==> config.mk <==
export PLATFORM = sky130hd
export DESIGN_NAME = cl_memdut_scrubber
export DESIGN_NICKNAME = d
export VERILOG_FILES = /design/src/rtl/cl_memdut_scrubber.sv
export SDC_FILE = /design/constraint.sdc
export NUM_CORES = 1
export LEC_CHECK = 0
export ABC_AREA = 0
export CAP_MARGIN = 25
export CORE_AREA = 2 2 307 309
export CTS_CLUSTER_SIZE = 20
export DETAILED_ROUTE_END_ITERATION = 7
export DIE_AREA = 0 0 309 311
export GPL_ROUTABILITY_DRIVEN = 0
export SKIP_CTS_REPAIR_TIMING = 1
export SLEW_MARGIN = 25
export SYNTH_ARGS = -nofsm -noshare
export SYNTH_HDL_FRONTEND = slang
export SYNTH_SLANG_ARGS = --single-unit
==> constraint.sdc <==
create_clock -name clk -period 5.2 [get_ports clk]
set_clock_uncertainty 0.05 [all_clocks]
set_input_delay 0.78 -clock clk [delete_from_list [all_inputs] [get_ports clk]]
set_output_delay 0.78 -clock clk [all_outputs]
set_load 0.02 [all_outputs]
==> src/rtl/cl_memdut_scrubber.sv <==
`timescale 1ns/1ps
// cl_memdut_scrubber
// Zero-fill scrubber for the memdut DDR path. Walks a fixed address window
// with one AXI write burst in flight at a time (AW, then W beats, then B),
// and reports progress (address, state, done, error count) to the scrub
// control bus. Only the AXI write channels are driven. Every output comes
// straight from a flop; the next value is derived from the next FSM state so
// that outputs change on the same edge as the state.
module cl_memdut_scrubber #(
    parameter logic [63:0] MEM_BASE  = 64'h0,
    parameter logic [63:0] MEM_SIZE  = 64'h4_0000_0000,
    parameter int unsigned BURST_LEN = 64,
    parameter logic [15:0] SCRB_ID   = 16'h0
) (
    input  logic         clk,
    input  logic         rst_n,
    // scrub control bus
    input  logic         scrb_enable,
    output logic [63:0]  scrb_addr,
    output logic [2:0]   scrb_state,
    output logic         scrb_done,
    output logic [15:0]  scrb_err_cnt,
    // AXI write address channel
    output logic [15:0]  awid,
    output logic [63:0]  awaddr,
    output logic [7:0]   awlen,
    output logic [2:0]   awsize,
    output logic         awvalid,
    input  logic         awready,
    // AXI write data channel
    output logic [15:0]  wid,
    output logic [511:0] wdata,
    output logic [63:0]  wstrb,
    output logic         wlast,
    output logic         wvalid,
    input  logic         wready,
    // AXI write response channel
    input  logic [15:0]  bid,
    input  logic [1:0]   bresp,
    input  logic         bvalid,
    output logic         bready
);

    // 64-byte beats; a burst never crosses a 4 KB boundary given an aligned base
    localparam logic [63:0] BURST_BYTES = 64'(BURST_LEN) * 64'd64;
    localparam logic [63:0] END_ADDR    = MEM_BASE + MEM_SIZE;
    localparam logic [7:0]  LAST_BEAT   = 8'(BURST_LEN - 1);
    localparam logic [7:0]  AWLEN_VAL   = 8'(BURST_LEN - 1);
    localparam logic [2:0]  AWSIZE_64B  = 3'd6;

    typedef enum logic [2:0] {
        S_IDLE = 3'd0,
        S_ADDR = 3'd1,
        S_DATA = 3'd2,
        S_RESP = 3'd3,
        S_DONE = 3'd4
    } state_e;

    state_e        state_q, state_d;
    logic [63:0]   addr_q, addr_d;
    logic [15:0]   err_q, err_d;
    logic [7:0]    beat_q, beat_d;
    logic [63:0]   addr_inc;

    logic          awvalid_q, awvalid_d;
    logic          wvalid_q, wvalid_d;
    logic          wlast_q, wlast_d;
    logic          bready_q, bready_d;
    logic          done_q, done_d;
    logic [63:0]   awaddr_q, awaddr_d;
    logic [7:0]    awlen_q, awlen_d;
    logic [2:0]    awsize_q, awsize_d;
    logic [15:0]   awid_q, awid_d;
    logic [15:0]   wid_q, wid_d;
    logic [63:0]   wstrb_q, wstrb_d;

    logic          aw_hs, w_hs, b_hs;

    // Responses are matched by order, not by ID: only one burst is ever open
    logic          unused_bid;
    assign unused_bid = ^bid;

    assign aw_hs    = awvalid_q & awready;
    assign w_hs     = wvalid_q & wready;
    assign b_hs     = bready_q & bvalid;
    assign addr_inc = addr_q + BURST_BYTES;

    // Next-state logic: burst sequencing, address walk and error counting
    always_comb begin
        state_d = state_q;
        addr_d  = addr_q;
        err_d   = err_q;
        beat_d  = beat_q;
        case (state_q)
            S_IDLE: begin
                if (scrb_enable) begin
                    addr_d  = MEM_BASE;
                    err_d   = '0;
                    state_d = S_ADDR;
                end
            end
            S_ADDR: begin
                if (aw_hs) begin
                    beat_d  = '0;
                    state_d = S_DATA;
                end
            end
            S_DATA: begin
                if (w_hs) begin
                    beat_d = beat_q + 8'd1;
                    if (beat_q == LAST_BEAT) begin
                        state_d = S_RESP;
                    end
                end
            end
            S_RESP: begin
                // Abort is only honoured here, once the open burst is fully closed
                if (b_hs) begin
                    if ((bresp != 2'b00) && (err_q != 16'hFFFF)) begin
                        err_d = err_q + 16'd1;
                    end
                    addr_d = addr_inc;
                    if (addr_inc == END_ADDR) begin
                        state_d = S_DONE;
                    end else if (scrb_enable) begin
                        state_d = S_ADDR;
                    end else begin
                        state_d = S_IDLE;
                    end
                end
            end
            S_DONE: begin
                if (!scrb_enable) begin
                    state_d = S_IDLE;
                end
            end
            default: state_d = S_IDLE;
        endcase
    end

    // Output next values follow the next state so they switch on the same edge
    always_comb begin
        awvalid_d = (state_d == S_ADDR);
        wvalid_d  = (state_d == S_DATA);
        bready_d  = (state_d == S_RESP);
        done_d    = (state_d == S_DONE);
        wlast_d   = (state_d == S_DATA) && (beat_d == LAST_BEAT);
        awaddr_d  = awaddr_q;
        awlen_d   = awlen_q;
        awsize_d  = awsize_q;
        awid_d    = awid_q;
        wid_d     = wid_q;
        wstrb_d   = wstrb_q;
        // addr_d is constant throughout ADDR, so AW payload holds under stall
        if (state_d == S_ADDR) begin
            awaddr_d = addr_d;
            awlen_d  = AWLEN_VAL;
            awsize_d = AWSIZE_64B;
            awid_d   = SCRB_ID;
        end
        if (state_d == S_DATA) begin
            wid_d   = SCRB_ID;
            wstrb_d = '1;
        end
    end

    // FSM and status registers
    always_ff @(posedge clk or negedge rst_n) begin
        if (!rst_n) begin
            state_q <= S_IDLE;
            addr_q  <= '0;
            err_q   <= '0;
            beat_q  <= '0;
        end else begin
            state_q <= state_d;
            addr_q  <= addr_d;
            err_q   <= err_d;
            beat_q  <= beat_d;
        end
    end

    // AXI channel and status output registers
    always_ff @(posedge clk or negedge rst_n) begin
        if (!rst_n) begin
            awvalid_q <= 1'b0;
            wvalid_q  <= 1'b0;
            wlast_q   <= 1'b0;
            bready_q  <= 1'b0;
            done_q    <= 1'b0;
            awaddr_q  <= '0;
            awlen_q   <= '0;
            awsize_q  <= '0;
            awid_q    <= '0;
            wid_q     <= '0;
            wstrb_q   <= '0;
        end else begin
            awvalid_q <= awvalid_d;
            wvalid_q  <= wvalid_d;
            wlast_q   <= wlast_d;
            bready_q  <= bready_d;
            done_q    <= done_d;
            awaddr_q  <= awaddr_d;
            awlen_q   <= awlen_d;
            awsize_q  <= awsize_d;
            awid_q    <= awid_d;
            wid_q     <= wid_d;
            wstrb_q   <= wstrb_d;
        end
    end

    assign scrb_addr    = addr_q;
    assign scrb_state   = state_q;
    assign scrb_done    = done_q;
    assign scrb_err_cnt = err_q;

    assign awid    = awid_q;
    assign awaddr  = awaddr_q;
    assign awlen   = awlen_q;
    assign awsize  = awsize_q;
    assign awvalid = awvalid_q;

    // Scrub payload is always zero, in and out of reset
    assign wdata  = '0;
    assign wid    = wid_q;
    assign wstrb  = wstrb_q;
    assign wlast  = wlast_q;
    assign wvalid = wvalid_q;

    assign bready = bready_q;

endmodule

After elaboration in Yosys (flattened, before gate mapping)
Index checks and enable logic that the tools add are counted.
Widths: inputs -> output; s select.
- bits in read-only memories: 0
- memories kept: 0
- input bits: 24
- bits in latches: 0
- logic and storage cells: 59
- bits in registers: 163
- RAM bits: 0
- output and inout port bits: 771
- muxes and demuxes: 19
- add/sub/neg operators: 3
- reduce and logical (&&, ||, !) cells: 6
- shift operators: 0
- multipliers: 0
- div/mod/pow operators: 0
- magnitude comparators: 0
- equality and inequality tests: 15
- bitwise logic cells: 3
- operator list (kind ; number):
    $mux 64 ; 2
    $pmux 64 s2 ; 1
    $add 64x13->64 const B ; 1
    $eq 64x35->1 const B ; 1
    $mux 16 ; 3
    $pmux 16 s2 ; 1
    $mux 3 ; 7
    $add 16x1->16 const B ; 1
    $eq 8x6->1 const B ; 2
    $mux 8 ; 2
    $ne 16x16->1 const B ; 1
    $pmux 8 s2 ; 1
    $pmux 3 s5 ; 1
    $eq 3x2->1 const B ; 4
    $add 8x1->8 const B ; 1
    $eq 3x1->1 const B ; 2
    $eq 3x3->1 const B ; 2
    $ne 2x2->1 const B ; 3
    $reduce_and 4->1 ; 1
    $reduce_bool 2->1 ; 2
    $and 1x1->1 ; 3
    $logic_not 3->1 ; 1
    $logic_and 1x1->1 ; 2
    $mux 1 ; 1

Logic depth before layout (Yosys ltp)
- word-level depth: 7
- mapped depth: 14
- depth with buffers taken out: 10

Worst setup path after synthesis
No wires, ideal clock.
- path type: flip-flop to flip-flop
- start point: register addr_q[12] (netlist: scrb_addr[12])
- end point: register awaddr_q[25] (netlist: awaddr[25])
- path buffers: 4
- setup slack: 1.537 ns
- required time: 5.025 ns
- data arrival time: 3.488 ns
- period minus slack after synthesis: 3.663 ns
- cell stages (with the launch flop): 15
- library setup time: 0.125 ns
- cells stage by stage: dfrtp_1 ha_1 nand3_2 or4_1 buf_6 nor2_4 and4_1 buf_2 nor3_1 a21oi_1 a2111oi_4 a311oi_4 buf_6 buf_12 mux2_4
- longest elaborated chain between the ends: 6
- elaborated cells between the ends (all ways): 8
- classes of those cells: 1 x add/sub; 2 x eq/ne; 5 x mux
- ends and longest elaborated chain (element ; line ; text):
    start, declared ; 60 ; logic [63:0] addr_q, addr_d;
    start signal, assigned ; 176 ; addr_q <= addr_d;
    $add 64x13->64 * ; 86 ; assign addr_inc = addr_q + BURST_BYTES;
    $eq 64x35->1 ; 123 ; if (addr_inc == END_ADDR) begin
    $mux 3 ; 123 ;
    $mux 3 ; 118 ; if (b_hs) begin
    $pmux 3 s5 ; 94 ; case (state_q)
    $eq 3x1->1 ; 155 ; if (state_d == S_ADDR) begin
    end signal, assigned ; 202 ; awaddr_q <= awaddr_d;
    end, declared ; 70 ; logic [63:0] awaddr_q, awaddr_d;
Mark *: on every way between the ends. The rest lies on a longest branch, timed or not.
A chain may end at the register's enable or synchronous reset.

Final worst setup path
- start point: register addr_q[17] (netlist: scrb_addr[17])
- end point: register awaddr_q[32] (netlist: awaddr[32])
Same word-level chain as after synthesis.

==> run summary <==
Leakage - 0.00676 uW
Clock power share - 0.303
Vias per cell - 3.04
Port bufs - 231
CP Cell Sequence - nand3_2 > or4_1 > or3_4 > nor3_2 > xnor2_1 > nand4_1 > a2111oi_4 > a311oi_4 > buf_6 > buf_12 > mux2_4
Synth top area cells - buf_4 36%, dfrtp_1 31%, mux2_4 4.4%
Number of buffers and inverters on the critical path - 2
Final setup fails - 0
Max Cap Violations - 0
Netlist cell types - 69
Switching power - 1850 uW
Cell Area, Synth - 0.0130 sq mm
Max Clock Freq - 223 MHz
FP Rows - 112
Reg-to-reg startpoint - scrb_addr[17]
Tot GR Track Use - 0.0737
CTS Buffer Depth - 2
DRT antenna net count - 0
Hold Path Class - in -> async
First-pass GRT wire length - 52.7 mm
Slew Limit Fails - 0
Tightest hold margin - 314 ps
Post-Place Cell Area - 0.0143 sq mm
Internal Power - 2520 uW
Synth Warn # - 0
Via count - 8,649
Avg Cell Area, Syn - 9.16 sq um
Worst vdd ir - 0.000438 V
Top FF cell, synth - dfrtp_1
Count leader, synth - buf_4
Reg2reg end - awaddr[32]
Multi-input logic area - 0.00604 sq mm
Worst-path clk slew - 80 ps
Top Ports - 795
Initial Utilization - 0.140
DR iter-0 viols - 414
Root buf cell - clkbuf_16
R2R depth - 11
Drt wl/cell - 13.1 microns
Worst skew pair latency - 460 ps
Leading area contributor after synthesis - buf_4
Htree depth - 4
Overall power - 4370 uW
Asr flop ratio synth - 1.00
Die height - 311 microns
Final core utilization - 0.161
Final Routed Wirelength - 37.3 mm
Hold Violations, Final - 0
Worst path arrival time - 4770 ps
Period utilization - 0.862
Slew HR - 0.419
Worst-path maximum fanout - 20
CTS tree - built
Sw frac - 0.423
Startpoint Class - flip-flop
Crit path max-delay cell type - or4_1
Final Cell Area - 0.0150 sq mm
Largest net degree at the start of global routing - 98
Vias in the first global route - 7,688
Yosys reg bits - 162
PwrDens - 293 mW/mm^2
Final min period - 4480 ps
Gr ovfl total - 0
Post-synth EDFFs - 0
Number of inserted diodes - 0
Die W - 309 microns
Critical path capture point type - flip-flop
Nets - 1,610
DP HPWL - 29.9 mm
Syn-to-layout area delta - 15.0%
Initial antenna violation count - 1
Post-synthesis sequential area ratio - 0.312
CTS Sinks - 162
CP delay by family, top - simple AND/OR/NAND/NOR gates
Kind of critical path - reg -> reg
Data required, critical path - 5490 ps
Slew @ Worst Pin - 871 ps
Proportion of layout cells with a drive suffix above 1 - 0.0984
Unrepaired setup endpoints after global routing - false
Share of the synthesized area in the top cell type - 0.359
Max incr delay on CP - 860 ps
Sequential power share - 0.323
Cells after Synth - 1,419
Die ar. - 0.0961 sq mm
DRC Markers - 0
Storage cell area - 0.00406 sq mm
Status - finished clean
CORE AREA - 0.0928 sq mm
Setup slack, reg-to-reg - 720 ps
Setup TNS Final - 0 ps
Logic pwr share - 0.374
CTS Buf Count - 17
Most frequent cells after synthesis - 621 x buf_4, 162 x dfrtp_1, 77 x nand2_1
# fillers - 10,500
Pre-antenna DRT Iters - 5
## power by group through the flow
stage | combinational, uW | clock, uW | sequential, uW
after floorplan | 1470 | 0 | 1460
after global placement | 1610 | 0 | 1440
after detailed placement | 1640 | 0 | 1440
after CTS | 1640 | 1380 | 1410
after global routing | 1770 | 1430 | 1430
final | 1640 | 1320 | 1410
## cell usage in the layout, fill, tap and decap left out, types with 4 or more instances in the layout
cell type	Yosys	routed
nor2b_1	13	13
a21oi_1	24	24
clkdlybuf4s50_1	0	230
mux2_2	27	27
o31ai_1	14	14
nand4_1	36	36
nand3_1	36	35
xor2_1	23	23
mux2_4	38	38
and4_1	10	10
o41ai_1	4	4
clkbuf_16	0	17
clkinv_8	0	5
buf_4	621	28
and2_1	6	6
or4_1	5	5
nor2_1	50	49
nor3_1	13	12
xnor2_1	14	14
a22o_1	7	7
or3_1	8	7
nand2_1	77	77
and3_1	17	17
inv_1	11	11
mux2i_1	7	7
dfrtp_1	162	161
a31oi_1	7	7
nor4_1	14	14
inv_8	0	4
o21ai_0	75	75
conb_1	1	547
ha_1	4	4
buf_12	4	4
## logic make-up after synthesis
logic type / share of synthesized area
adder cells (fa/ha/maj): 0.00385
flip-flops: 0.312
buffers and inverters: 0.382
other: 0.000288
multiplexers: 0.0727
XOR/XNOR: 0.0249
AO/OA/AOI/OAI: 0.0747
AND/OR/NAND/NOR: 0.129
## per-stage QoR
stage	setup slack, ps	cells
after floorplan	1540	1965
after global placement	272	2815
after detailed placement	713	2817
after CTS	694	2849
after global routing	484	2849
final	719	2849
## per-layer routing
layer / part of all wire / global-route usage
met1: 0.38 / 0.0848
met2: 0.46 / 0.113
met3: 0.15 / 0.0470
met4: 0.012 / 0.0185
met5: 0.00027 / 0
## registers in the layout, summed over array words and instances (netlist names), 3 cells and up
| signal | flops |
|---|---|
| scrb_err_cnt | 16 |
| beat_q | 8 |
| awaddr | 64 |
| scrb_addr | 64 |
| scrb_state | 3 |
## worst max-delay path by stage
stage                 endpoint  cells after the start  slack (ps)           from
finish              awaddr[32]                     11         720  scrb_addr[17]
global route        awaddr[32]                     11         480  scrb_addr[17]
CTS                 awaddr[32]                     12         690  scrb_addr[13]
detailed placement  awaddr[46]                     12         710  scrb_addr[13]
global placement    awaddr[20]                     11         270  scrb_addr[13]
floorplan           awaddr[25]                     14        1540  scrb_addr[12]
## worst reg2reg max path, stage by stage (launching register included)
cell	delay [ps]
dfrtp_1	440
nand3_2	220
or4_1	860
or3_4	530
nor3_2	210
xnor2_1	210
nand4_1	200
a2111oi_4	680
a311oi_4	260
buf_6	210
buf_12	170
mux2_4	320
## cell type report
class                      count  area share
timing repair buffer         265       0.176
clock inverter                15      0.0125
tap                         1254       0.105
multi-input combinational   1125       0.404
inverter                      11     0.00276
clock buffer                  17      0.0285
sequential                   162       0.271
Note: power is estimated with default switching activity, not from simulation.
